[src/rtl/led_ctrl_pkg.sv]
// Shared types, default constants and small helpers for the LED control stage.
package led_ctrl_pkg;

    // Debounce FSM states: released, checking a press, pressed, checking a release.
    typedef enum logic [1:0] {
        REL       = 2'd0,
        PRESS_CHK = 2'd1,
        PRS       = 2'd2,
        REL_CHK   = 2'd3
    } db_state_e;

    // Width of the LED selector output.
    localparam int LED_SEL_W = 2;

    // Board clock and debounce window used to derive the default cycle counts.
    localparam int CLK_HZ = 50_000_000;
    localparam int DB_MS  = 20;

    // One toggle period of one second and a 20 ms debounce window.
    localparam int DEF_TICK_CYCLES = CLK_HZ;
    localparam int DEF_DB_CYCLES   = (CLK_HZ / 1000) * DB_MS;

    // Counter width for a counter that spans 0..n-1, never narrower than one bit.
    function automatic int cnt_width(input int n);
        int w;
        if (n > 1) begin
            w = $clog2(n);
        end else begin
            w = 1;
        end
        return w;
    endfunction

    // Advance the LED selector, wrapping to zero after the last LED.
    // The >= also pulls any out-of-range value straight back to LED 0.
    function automatic logic [LED_SEL_W-1:0] sel_advance(
        input logic [LED_SEL_W-1:0] cur,
        input logic [LED_SEL_W-1:0] max_idx
    );
        logic [LED_SEL_W-1:0] nxt;
        if (cur >= max_idx) begin
            nxt = '0;
        end else begin
            nxt = cur + LED_SEL_W'(1);
        end
        return nxt;
    endfunction

endpackage

[src/rtl/led_ctrl_key_debounce.sv]
// Two-flop synchronizer plus a four-state debounce FSM for an active-low key.
// press_evt pulses for exactly one cycle per accepted press; releases are silent.
module key_debounce
    import led_ctrl_pkg::*;
#(
    parameter int DB_CYCLES = DEF_DB_CYCLES
) (
    input  logic clk,
    input  logic rst_n,
    input  logic key_n,
    output logic press_evt
);

    localparam int            CW     = cnt_width(DB_CYCLES);
    localparam logic [CW-1:0] DB_MAX = CW'(DB_CYCLES - 1);

    logic          sync1_q;
    logic          key_s_q;
    db_state_e     state_q;
    logic [CW-1:0] cnt_q;

    // Bring the asynchronous key into the clk domain; both flops idle at released.
    always_ff @(posedge clk or negedge rst_n) begin
        if (!rst_n) begin
            sync1_q <= 1'b1;
            key_s_q <= 1'b1;
        end else begin
            sync1_q <= key_n;
            key_s_q <= sync1_q;
        end
    end

    // Debounce FSM: a level change is accepted only after the counter has seen
    // DB_CYCLES consecutive qualifying samples; any contrary sample restarts it.
    always_ff @(posedge clk or negedge rst_n) begin
        if (!rst_n) begin
            state_q <= REL;
            cnt_q   <= '0;
        end else begin
            case (state_q)
                REL: begin
                    if (!key_s_q) begin
                        state_q <= PRESS_CHK;
                        cnt_q   <= '0;
                    end else begin
                        state_q <= REL;
                        cnt_q   <= '0;
                    end
                end
                PRESS_CHK: begin
                    if (key_s_q) begin
                        state_q <= REL;
                        cnt_q   <= '0;
                    end else if (cnt_q == DB_MAX) begin
                        state_q <= PRS;
                        cnt_q   <= '0;
                    end else begin
                        state_q <= PRESS_CHK;
                        cnt_q   <= cnt_q + CW'(1);
                    end
                end
                PRS: begin
                    if (key_s_q) begin
                        state_q <= REL_CHK;
                        cnt_q   <= '0;
                    end else begin
                        state_q <= PRS;
                        cnt_q   <= '0;
                    end
                end
                REL_CHK: begin
                    if (!key_s_q) begin
                        state_q <= PRS;
                        cnt_q   <= '0;
                    end else if (cnt_q == DB_MAX) begin
                        state_q <= REL;
                        cnt_q   <= '0;
                    end else begin
                        state_q <= REL_CHK;
                        cnt_q   <= cnt_q + CW'(1);
                    end
                end
                default: begin
                    state_q <= REL;
                    cnt_q   <= '0;
                end
            endcase
        end
    end

    // The event is decoded from FSM state so it lines up with the PRESS_CHK->PRS
    // edge; the consumer registers it, keeping the press latency at 2+DB+1.
    assign press_evt = (state_q == PRESS_CHK) && !key_s_q && (cnt_q == DB_MAX);

endmodule

[src/rtl/led_ctrl.sv]
// LED control stage: 1 s toggle strobe, reload strobe and LED selector,
// driven by one debounced push key. All outputs are registered.
module led_ctrl
    import led_ctrl_pkg::*;
#(
    parameter int TICK_CYCLES = DEF_TICK_CYCLES,
    parameter int DB_CYCLES   = DEF_DB_CYCLES,
    parameter int NUM_LED     = 3
) (
    input  logic                 clk,
    input  logic                 rst_n,
    input  logic                 key_n,
    output logic                 delay_1s,
    output logic                 load_en,
    output logic [LED_SEL_W-1:0] led_sel
);

    localparam int                   TICK_W   = cnt_width(TICK_CYCLES);
    localparam logic [TICK_W-1:0]    TICK_MAX = TICK_W'(TICK_CYCLES - 1);
    localparam logic [LED_SEL_W-1:0] SEL_MAX  = LED_SEL_W'(NUM_LED - 1);

    logic                 press_evt_s;
    logic                 tick_wrap_s;

    logic [TICK_W-1:0]    tick_cnt_q;
    logic [TICK_W-1:0]    tick_cnt_d;
    logic                 delay_1s_q;
    logic                 delay_1s_d;
    logic                 load_en_q;
    logic                 load_en_d;
    logic [LED_SEL_W-1:0] led_sel_q;
    logic [LED_SEL_W-1:0] led_sel_d;

    key_debounce #(
        .DB_CYCLES (DB_CYCLES)
    ) u_key_debounce (
        .clk       (clk),
        .rst_n     (rst_n),
        .key_n     (key_n),
        .press_evt (press_evt_s)
    );

    assign tick_wrap_s = (tick_cnt_q == TICK_MAX);

    // Next-state: a press restarts the period and advances the selector, and
    // beats a coinciding tick wrap so the two strobes never overlap.
    always_comb begin
        tick_cnt_d = tick_cnt_q;
        delay_1s_d = 1'b0;
        load_en_d  = 1'b0;
        led_sel_d  = led_sel_q;
        if (press_evt_s) begin
            tick_cnt_d = '0;
            delay_1s_d = 1'b0;
            load_en_d  = 1'b1;
            led_sel_d  = sel_advance(led_sel_q, SEL_MAX);
        end else if (tick_wrap_s) begin
            tick_cnt_d = '0;
            delay_1s_d = 1'b1;
            load_en_d  = 1'b0;
            led_sel_d  = led_sel_q;
        end else begin
            tick_cnt_d = tick_cnt_q + TICK_W'(1);
            delay_1s_d = 1'b0;
            load_en_d  = 1'b0;
            led_sel_d  = led_sel_q;
        end
    end

    // State and output registers; reset clears every strobe immediately.
    always_ff @(posedge clk or negedge rst_n) begin
        if (!rst_n) begin
            tick_cnt_q <= '0;
            delay_1s_q <= 1'b0;
            load_en_q  <= 1'b0;
            led_sel_q  <= '0;
        end else begin
            tick_cnt_q <= tick_cnt_d;
            delay_1s_q <= delay_1s_d;
            load_en_q  <= load_en_d;
            led_sel_q  <= led_sel_d;
        end
    end

    assign delay_1s = delay_1s_q;
    assign load_en  = load_en_q;
    assign led_sel  = led_sel_q;

endmodule

[config.mk]
export PLATFORM = sky130hd
export DESIGN_NAME = led_ctrl
export DESIGN_NICKNAME = d
export VERILOG_FILES = /design/src/rtl/led_ctrl_pkg.sv /design/src/rtl/led_ctrl_key_debounce.sv /design/src/rtl/led_ctrl.sv
export SDC_FILE = /design/constraint.sdc
export NUM_CORES = 1
export LEC_CHECK = 0
export ABC_AREA = 1
export CAP_MARGIN = 20
export CORE_UTILIZATION = 45
export CTS_BUF_LIST = sky130_fd_sc_hd__clkbuf_2 sky130_fd_sc_hd__clkbuf_4 sky130_fd_sc_hd__clkbuf_8
export DETAILED_ROUTE_END_ITERATION = 16
export GPL_ROUTABILITY_DRIVEN = 0
export PLACE_DENSITY = 0.74
export SYNTH_ARGS = -nofsm -noshare
export SYNTH_HDL_FRONTEND = slang
export SYNTH_SLANG_ARGS = --single-unit
[constraint.sdc]
create_clock -name clk -period 1.5 [get_ports clk]
set_input_delay 0.3 -clock clk [delete_from_list [all_inputs] [get_ports clk]]
set_output_delay 0.3 -clock clk [all_outputs]
set_load 0.05 [all_outputs]
Word-level counts from Yosys, hierarchy flattened:

Cells that the tools add are included.

* flip-flop bits (word level): 54
* output and inout port bits: 4
* logic and storage cells: 39

* $add $sub $neg: 3
* order comparisons: 1
* eq/ne operators: 5
* muxes and demuxes: 17
* reduce and logical (&&, ||, !) cells: 5

Operators by type and width (number)
* 20-bit two-way mux: 3
* 20-bit case mux with 3 select lines: 1
* 26-bit two-way mux: 2
* 26-bit by 1-bit adder with 26-bit output (second input constant): 1
* 26-bit equality test (second input constant): 1
* 20-bit by 1-bit adder with 20-bit output (second input constant): 1
* 20-bit equality test (second input constant): 1
* 2-bit two-way mux: 5
* 2-bit case mux with 4 select lines: 1
* 1-bit two-way mux: 5
* 2-bit equality test (second input constant): 2
* 2-bit by 1-bit adder with 2-bit output (second input constant): 1
* 2-bit by 1-bit equality test with 1-bit output (second input constant): 1
* 2-bit >= comparator (second input constant): 1
* 1-bit logical AND: 2
* 2-bit zero test: 1
* 2-bit OR reduction: 1
* 1-bit zero test: 1

Longest topological paths before layout:

Gate-level depths: netlist of run 1.

* depth in word-level cells: 4
* gate-level depth with buffers: 9

Modules after synthesis:

A second synthesis of run 1 with hierarchy kept.

* cells, all modules: 391
* area, all modules: 2982.9 µm²

Modules (own cells, without submodules)
* led_ctrl: times used 1, cells each 230, area an instance 1659.1 µm², sequential area each 750.7 µm²
* key_debounce: times used 1, cells each 161, area an instance 1323.8 µm², sequential area each 603.1 µm²

Least setup slack after synthesis of run 1:

Ideal clock, no wire load.

* path kind: reg2reg
* start point: register u_key_debounce.cnt_q[0]
* end point: register tick_cnt_q[12]
* arrival time: 1.367 ns
* required time: 1.384 ns
* slack: 0.018 ns
* cell stages (with the launch flop): 10
* buffers on the path: 1
* period minus slack after synthesis: 1.482 ns
* cell sequence: dfrtp_1 ha_1 nand2_2 nor2_2 nand4_1 nor2_4 nand3_4 inv_2 buf_6 nor2_1

* cells in the longest elaborated chain, start to end: 3

Ends and longest elaborated chain
* from (decl): RTL line led_ctrl_key_debounce.sv:20 `logic [CW-1:0] cnt_q;`
* from (signal assigned): RTL line led_ctrl_key_debounce.sv:59 `cnt_q <= cnt_q + CW'(1);`
* from (signal assigned): RTL line led_ctrl_key_debounce.sv:80 `cnt_q <= cnt_q + CW'(1);`
* 20-bit equality test: RTL line led_ctrl_key_debounce.sv:93 `assign press_evt = (state_q == PRESS_CHK) && !key_s_q && (cnt_q == DB_MAX);`
* 1-bit logical AND: RTL line led_ctrl_key_debounce.sv:93
* 26-bit two-way mux: RTL line led_ctrl.sv:52 `if (press_evt_s) begin`
* named net tick_cnt_d[12]: RTL line led_ctrl.sv:26 `logic [TICK_W-1:0] tick_cnt_d;`
* to (signal assigned): RTL line led_ctrl.sv:78 `tick_cnt_q <= tick_cnt_d;`
* to (decl): RTL line led_ctrl.sv:25 `logic [TICK_W-1:0] tick_cnt_q;`

The timed path passes the listed nets, and every way through them passes these cells.
A chain may end at the register's enable or synchronous reset.

Worst setup path after layout of run 1:

* start point: register tick_cnt_q[1]
* end point: register tick_cnt_q[8]

* cells in the longest elaborated chain, start to end: 3
* elaborated cells on any way between the ends: 4
* those cells by class: add/sub: 1; eq/ne: 1; mux: 2

Ends and longest elaborated chain
* 26-bit by 1-bit adder with 26-bit output / 26-bit equality test (equally long branches): RTL line led_ctrl.sv:63, led_ctrl.sv:43
* 26-bit two-way mux (*): RTL line led_ctrl.sv:57 `end else if (tick_wrap_s) begin`
* 26-bit two-way mux (*): RTL line led_ctrl.sv:52
* named net tick_cnt_d[8]: RTL line led_ctrl.sv:26

Mark *: on every way through the listed nets, which the timed path passes. The rest lies on a longest branch.

==> results of run 1 <==
## per-stage QoR
step | instance area [sq um] | utilization, %
after detailed placement | 3551 | 51.69
final | 3950 | 57.50
after global routing | 3950 | 57.50
after global placement | 3551 | 51.69
after floorplan | 3244 | -
after CTS | 3700 | 53.86
## final timing paths
path	slack, ps	cells past startpoint	startpoint	to
worst max-delay path	-120	9	tick_cnt_q[1]	tick_cnt_q[8]
worst min-delay path	360	0	u_key_debounce.sync1_q	u_key_debounce.key_s_q
worst max register to register	-120	9	tick_cnt_q[1]	tick_cnt_q[8]
worst min register to register	360	0	u_key_debounce.sync1_q	u_key_debounce.key_s_q
max in group asynchronous	520	3	rst_n	u_key_debounce.sync1_q
min in group asynchronous	440	2	rst_n	u_key_debounce.cnt_q[15]
## worst max-delay path: stages (launching register included)
cell,delay (ps)
dfrtp_1,440
ha_2,220
nand2_2,70
nor2_4,170
nand2_4,110
buf_4,150
xor2_1,160
inv_1,80
nand2_1,80
inv_1,40
## cells in the final DEF, fill, tap and decap left out, types with 2 or more instances in the layout
cell	n
dfstp_2	2
nor3_1	2
nor2_1	78
nand4_1	9
nand3_1	35
nor2_4	14
nand2_2	6
nand3_2	2
dfrtp_2	3
buf_6	3
buf_12	6
dfrtp_1	49
nand2_4	4
inv_2	5
buf_4	20
nand3_4	4
clkbuf_8	5
xor2_1	13
inv_1	60
nor2_2	28
nand2_1	121
xnor2_1	7
## repair_timing
| item | 4_1_cts | 5_1_grt |
|---|---|---|
| resized for setup | 6 | 45 |
| endpoints found under the hold margin | 13 | 0 |
| buffers inserted | 3 | 9 |
| pin swaps | 2 | 13 |
| hold buffers | 1 | 0 |
| gates cloned | 1 | 1 |
| setup endpoints to repair | 22 | 50 |
## area by class of cell
class / instances / area share (%)
repair buffers: 32 / 8.331
well taps: 96 / 3.041
clock inverters: 3 / 0.5385
repair inverters: 1 / 0.1584
inverters: 66 / 6.462
flip-flops and latches: 54 / 34.37
multi-input cells: 334 / 45.36
clock buffers: 5 / 1.742
## power by group
group / switching [mW] / internal [mW] / total [mW] / leakage [nW]
clock: 0.498 / 0.329 / 0.827 / 0.0441
sequential: 0.00722 / 1.46 / 1.47 / 0.725
combinational: 0.0594 / 0.0298 / 0.0892 / 0.981
total: 0.564 / 1.82 / 2.39 / 1.75
## metal layers
layer	wire, microns	global-route usage [%]	share of wire (%)
met4	193	7.121	2.5
met5	0	0	0
met3	279	3.223	3.6
met2	4096	39.44	53
met1	3137	25.70	41
## sequential cells by signal (all words and copies together) (netlist names)
name and count:
delay_1s 1, u_key_debounce.cnt_q 20, led_sel 2, tick_cnt_q 26, u_key_debounce.key_s_q 1, u_key_debounce.state_q 2
load_en 1, u_key_debounce.sync1_q 1
## cell families after synthesis
kind of cell             count (synthesis)
AO/OA/AOI/OAI                            5
XOR/XNOR                                21
adder cells (fa/ha/maj)                  2
buffers and inverters                   68
flip-flops                              54
AND/OR/NAND/NOR                        305
==> results.cfg, run 1 <==
[timing]
tightestPinTransition_ps = 413.4
whs_ps = 362.1
rsz0062_at_grt = yes
max_slew_margin_pct = 72.44
post-route-period-util_pct = 108.2
slew_viol_final = 0
finalWorstSetupSlack_ps = -123.6
timing.final.hold_violations = 0
fin_worst_skew_ps = 8.731
fmax_ghz = 0.6159
fin_tns_setup_ps = -1066
setup_viol = 26
min_period_ps = 1624

[cts]
cts_buffer_depth = 2
clockRootBuffer = clkbuf_8
path_clk_slew_ps = 100
cts_buffers = 5
cts-htree-levels = 2
clock_latency_ps = 310
cts_tree = yes
cts_sinks = 54

[place]
dp_hpwl_mm = 5.445
dp_slack_ps = -72.96
numPortBuffers = 6
dp_cells = 568

[floorplanning]
dieArea_sq_mm = 0.007553
fp-row-count = 30
die_h_microns = 86.91
die_w_microns = 86.91
io_pins = 7
core_sq_mm = 0.006869
start_util_pct = 47.23

[synth]
ys.warnings.count = 0
synth_top_area_share_pct = 40.11
yosysSeqAreaShare_pct = 41.73
synth_common_cells = 124 x nand2_1, 93 x nor2_1, 60 x inv_1
synth_cell_type_count = 25
synth_compound_area_share_pct = 0.8870
ys.flop_type = dfrtp_1
synth_mux_area_share_pct = 0
synth.most_common_cell = nand2_1
synthAdderAreaFrac_pct = 0.7713
syn-instance-count = 455
synth-simple-area-share_pct = 42.34
netlist_area_sq_mm = 0.003244
ys_seq_elements = 54
ys_top_cells_by_area = dfrtp_1 40%, nand2_1 14%, nor2_1 11%, inv_1 6.9%, nand3_1 5.9%
synth_top_family_by_area = simple AND/OR/NAND/NOR gates
synth-xor-area-share_pct = 5.669
async_flop_share_pct = 100.0
synth.avg_cell_area_sq_um = 7.130
synth-edff-count = 0
synth.largest_area_cell = dfrtp_1
syn_nets = 460

[worst_setup_path]
startpoint_type = flip-flop
critPathCaptureType = flip-flop
critPathMaxFanout = 6
required_ps = 1710
cp.arrival_ps = 1840
critPathKind = reg2reg

[grt]
gr-usage-all-layers_pct = 21.52
grt-ovfl-total = 0
grt_pass1_wl_mm = 12.81
grt_max_degree = 23
grt_pass1_vias = 2887
antenna_found_initial = 0

[drt]
drc = 0
viasPerCell = 4.970
detail-route-antenna-nets = 0
num_vias = 2937
dr.pass1.iters = 4
wl_mm = 7.706
routedWlPerCell_microns = 13.04
drt_iter0_drc = 183

[job]
cap_violations = 0

[cells_and_area]
multi_input_area_sq_mm = 0.001792
instances_no_fill = 591
register_area_sq_mm = 0.001358
antenna_cells = 0
n_fill_cell = 634
drive_gt1_share_pct = 22.83
synthToLayoutAreaGrowth_pct = 21.75
nets = 499

[power_and_ir_drop]
vdd_ir_drop_max_mv = 0.4871
p_per_area_mw_per_mm2 = 604.2
design_power_total_mw = 2.387
p_leak_nw = 1.750

[min_path]
worstHoldPathType = reg2reg

[run_status]
outcome = finished, violations left
violations = negative setup slack
No activity file was read; power rests on OpenSTA's default activity.
==> inputs of run 2 (changes only) <==
--- a/config.mk
+++ b/config.mk
@@ -7,10 +7,13 @@
 export LEC_CHECK = 0
 export ABC_AREA = 1
 export CAP_MARGIN = 20
+export CORE_ASPECT_RATIO = 0.75
 export CORE_UTILIZATION = 45
 export CTS_BUF_LIST = sky130_fd_sc_hd__clkbuf_2 sky130_fd_sc_hd__clkbuf_4 sky130_fd_sc_hd__clkbuf_8
 export DETAILED_ROUTE_END_ITERATION = 16
 export GPL_ROUTABILITY_DRIVEN = 0
+export GPL_TIMING_DRIVEN = 0
+export HOLD_SLACK_MARGIN = 0.03
 export PLACE_DENSITY = 0.74
 export SYNTH_ARGS = -nofsm -noshare
 export SYNTH_HDL_FRONTEND = slang
==> run 2 against run 1 <==
Against the previous run:
- largest power group unchanged
- via count rose by 4.3%
- maximum frequency is 2.8% higher
- global-route usage shrank 0.18 points
- clock-buffer cell count unchanged
- the run still ends with negative setup slack left
- sequential power about the same
- register-to-register slack better by 40 ps
- clock skew decreased by 0.91 ps
- critical endpoint is now tick_cnt_q[20]
- die area hardly changed
- critical path type unchanged
- largest cell class unchanged
==> results.cfg, run 2 (synthesis gave the netlist of run 1 again) <==
[run_status]
outcome = finished, violations left
violations = negative setup slack

[cells_and_area]
final_cell_area_sq_mm = 0.004015
n_fill_cell = 588
top_regs = tick_cnt_q (26), u_key_debounce.cnt_q (20)
largest_reg_flops = 26
antenna_cells = 0
nets = 502
synthToLayoutAreaGrowth_pct = 23.76
instances_no_fill = 596
final_core_util_pct = 58.22
drive_gt1_share_pct = 26.71
layout_common_cells = 117 x nand2_1, 70 x nor2_1, 60 x inv_1
top_register = tick_cnt_q
final_common_cell = nand2_1

[timing]
max_slew_margin_pct = 64.64
post-route-period-util_pct = 105.3
rsz0062_at_grt = yes
tightestPinTransition_ps = 530.4
fmax_ghz = 0.6334
finalWorstSetupSlack_ps = -78.87
timing.final.hold_violations = 0
setup_viol = 18
fin_worst_skew_ps = 7.824
slew_viol_final = 0
min_period_ps = 1579

[drt]
dr.pass1.iters = 5
detail-route-antenna-nets = 0
num_vias = 3062
routedWlPerCell_microns = 13.68
wl_mm = 8.155
drc = 0
viasPerCell = 5.138
drt_iter0_drc = 264

[grt]
grt_pass1_vias = 2631
grt_pass1_wl_mm = 12.40
grt_max_degree = 33
gr-usage-all-layers_pct = 21.34
antenna_found_initial = 0
grt-ovfl-total = 0

[worst_setup_path]
cp_slowest_cell = dfrtp_2
path_common_cell = nor2_4
required_ps = 1720
cp.arrival_ps = 1800
critPathMaxFanout = 5
startpoint_type = flip-flop
critPathKind = reg2reg
critPathCaptureType = flip-flop
slowest_delay_ps = 400
crit_chain = ha_4 -> nand2_4 -> nor2_4 -> nand4_1 -> nor2_4 -> nand3_4 -> inv_4 -> buf_6 -> buf_8 -> nor2_1

[cts]
clockRootBuffer = clkbuf_8
cts_sinks = 54
cts_buffers = 5
path_clk_slew_ps = 110
cts-htree-levels = 2
clock_latency_ps = 320
cts_tree = yes
cts_buffer_depth = 2

[place]
numPortBuffers = 6
place_area_sq_mm = 0.003442
dp_hpwl_mm = 5.372
dp_cells = 560

[power_and_ir_drop]
vdd_ir_drop_max_mv = 0.4764
p_leak_nw = 1.789
p_per_area_mw_per_mm2 = 600.9

[floorplanning]
fp-row-count = 26
start_util_pct = 47.04
die_h_microns = 75.54
dieArea_sq_mm = 0.007557
core_sq_mm = 0.006897
die_w_microns = 100.0
io_pins = 7

[job]
cap_violations = 0

[min_path]
worstHoldPathType = reg2reg
run 2: cell count changes in the layout (fill, tap and decap cells not counted), moves of 2 or more:
| cell | before | now |
|---|---|---|
| buf_12 | 6 | 3 |
| nand2_1 | 121 | 117 |
| nand3_1 | 35 | 33 |
| nor2_1 | 78 | 70 |
| dfrtp_2 | 3 | 7 |
| nand3_4 | 4 | 1 |
| clkdlybuf4s15_2 | 0 | 2 |
| dfrtp_1 | 49 | 45 |
| nand3_2 | 2 | 7 |
| nor2_4 | 14 | 16 |
| nor2_2 | 28 | 34 |
| buf_4 | 20 | 23 |
| nand2_4 | 4 | 6 |
run 2: metal layers:
metal,track usage [%],up-vias,wire (microns)
met2,32.18,158,3587
li1,-,1469,-
met4,7.568,0,142
met1,31.14,1418,3758
met5,0,-,0
met3,3.670,17,666
run 2: area by class of cell:
type | count | area [sq um] | area share [%]
multi-input combinational | 334 | 1851 | 46.09
sequential | 54 | 1363 | 33.94
timing repair buffer | 34 | 301.5 | 7.510
inverter | 66 | 252.7 | 6.295
tap | 98 | 122.6 | 3.054
clock buffer | 5 | 68.82 | 1.714
buffer | 2 | 35.03 | 0.8725
clock inverter | 3 | 21.27 | 0.5298
run 2: what timing repair did:
| action | in CTS | in global routing |
|---|---|---|
| setup endpoints to repair | 54 | 49 |
| setup buffers | 12 | 14 |
| gates resized for setup | 21 | 60 |
| hold endpoints to repair | 20 | 0 |
| gates cloned | 2 | 0 |
| hold buffers | 1 | 0 |
| pin swaps | 4 | 21 |
run 2: worst max-delay path, delay by kind of cell (launching register included):
kind	cells	cell delay, ps
buffers and inverters	3	300
adders and majority gates	1	150
and+or+nand+nor	6	620
DFF	1	400
run 2: path summary, 6_finish.rpt:
path                                    startpoint                 endpoint  slack, ps  cells after the start
hold reg to reg             u_key_debounce.sync1_q   u_key_debounce.key_s_q        360                      0
setup / recovery           u_key_debounce.cnt_q[0]           tick_cnt_q[20]        -80                     10
max in group asynchronous                    rst_n            tick_cnt_q[8]        450                      3
hold / removal              u_key_debounce.sync1_q   u_key_debounce.key_s_q        360                      0
min in group asynchronous                    rst_n  u_key_debounce.cnt_q[1]        480                      2
setup reg to reg           u_key_debounce.cnt_q[0]           tick_cnt_q[20]        -80                     10
run 2: where the power goes:
group | internal [mW] | total, mW | switching, mW
combinational | 0.0281 | 0.0866 | 0.0585
sequential | 1.46 | 1.47 | 0.00685
clock | 0.330 | 0.855 | 0.526
total | 1.82 | 2.41 | 0.591
run 2: stage by stage:
step | hold WS (ps) | setup WS (ps) | setup TNS, ps | total power, mW
after floorplan | 4.409 | 17.69 | 0 | 1.531
final | 361.7 | -78.87 | -571.7 | 2.413
after CTS | 362.4 | -87.12 | -843.8 | 2.429
after detailed placement | 311.1 | -265.3 | -8543 | 1.579
after global placement | 346.6 | -1574 | -90010 | 1.573
after global routing | 366.0 | -159.7 | -3211 | 2.503
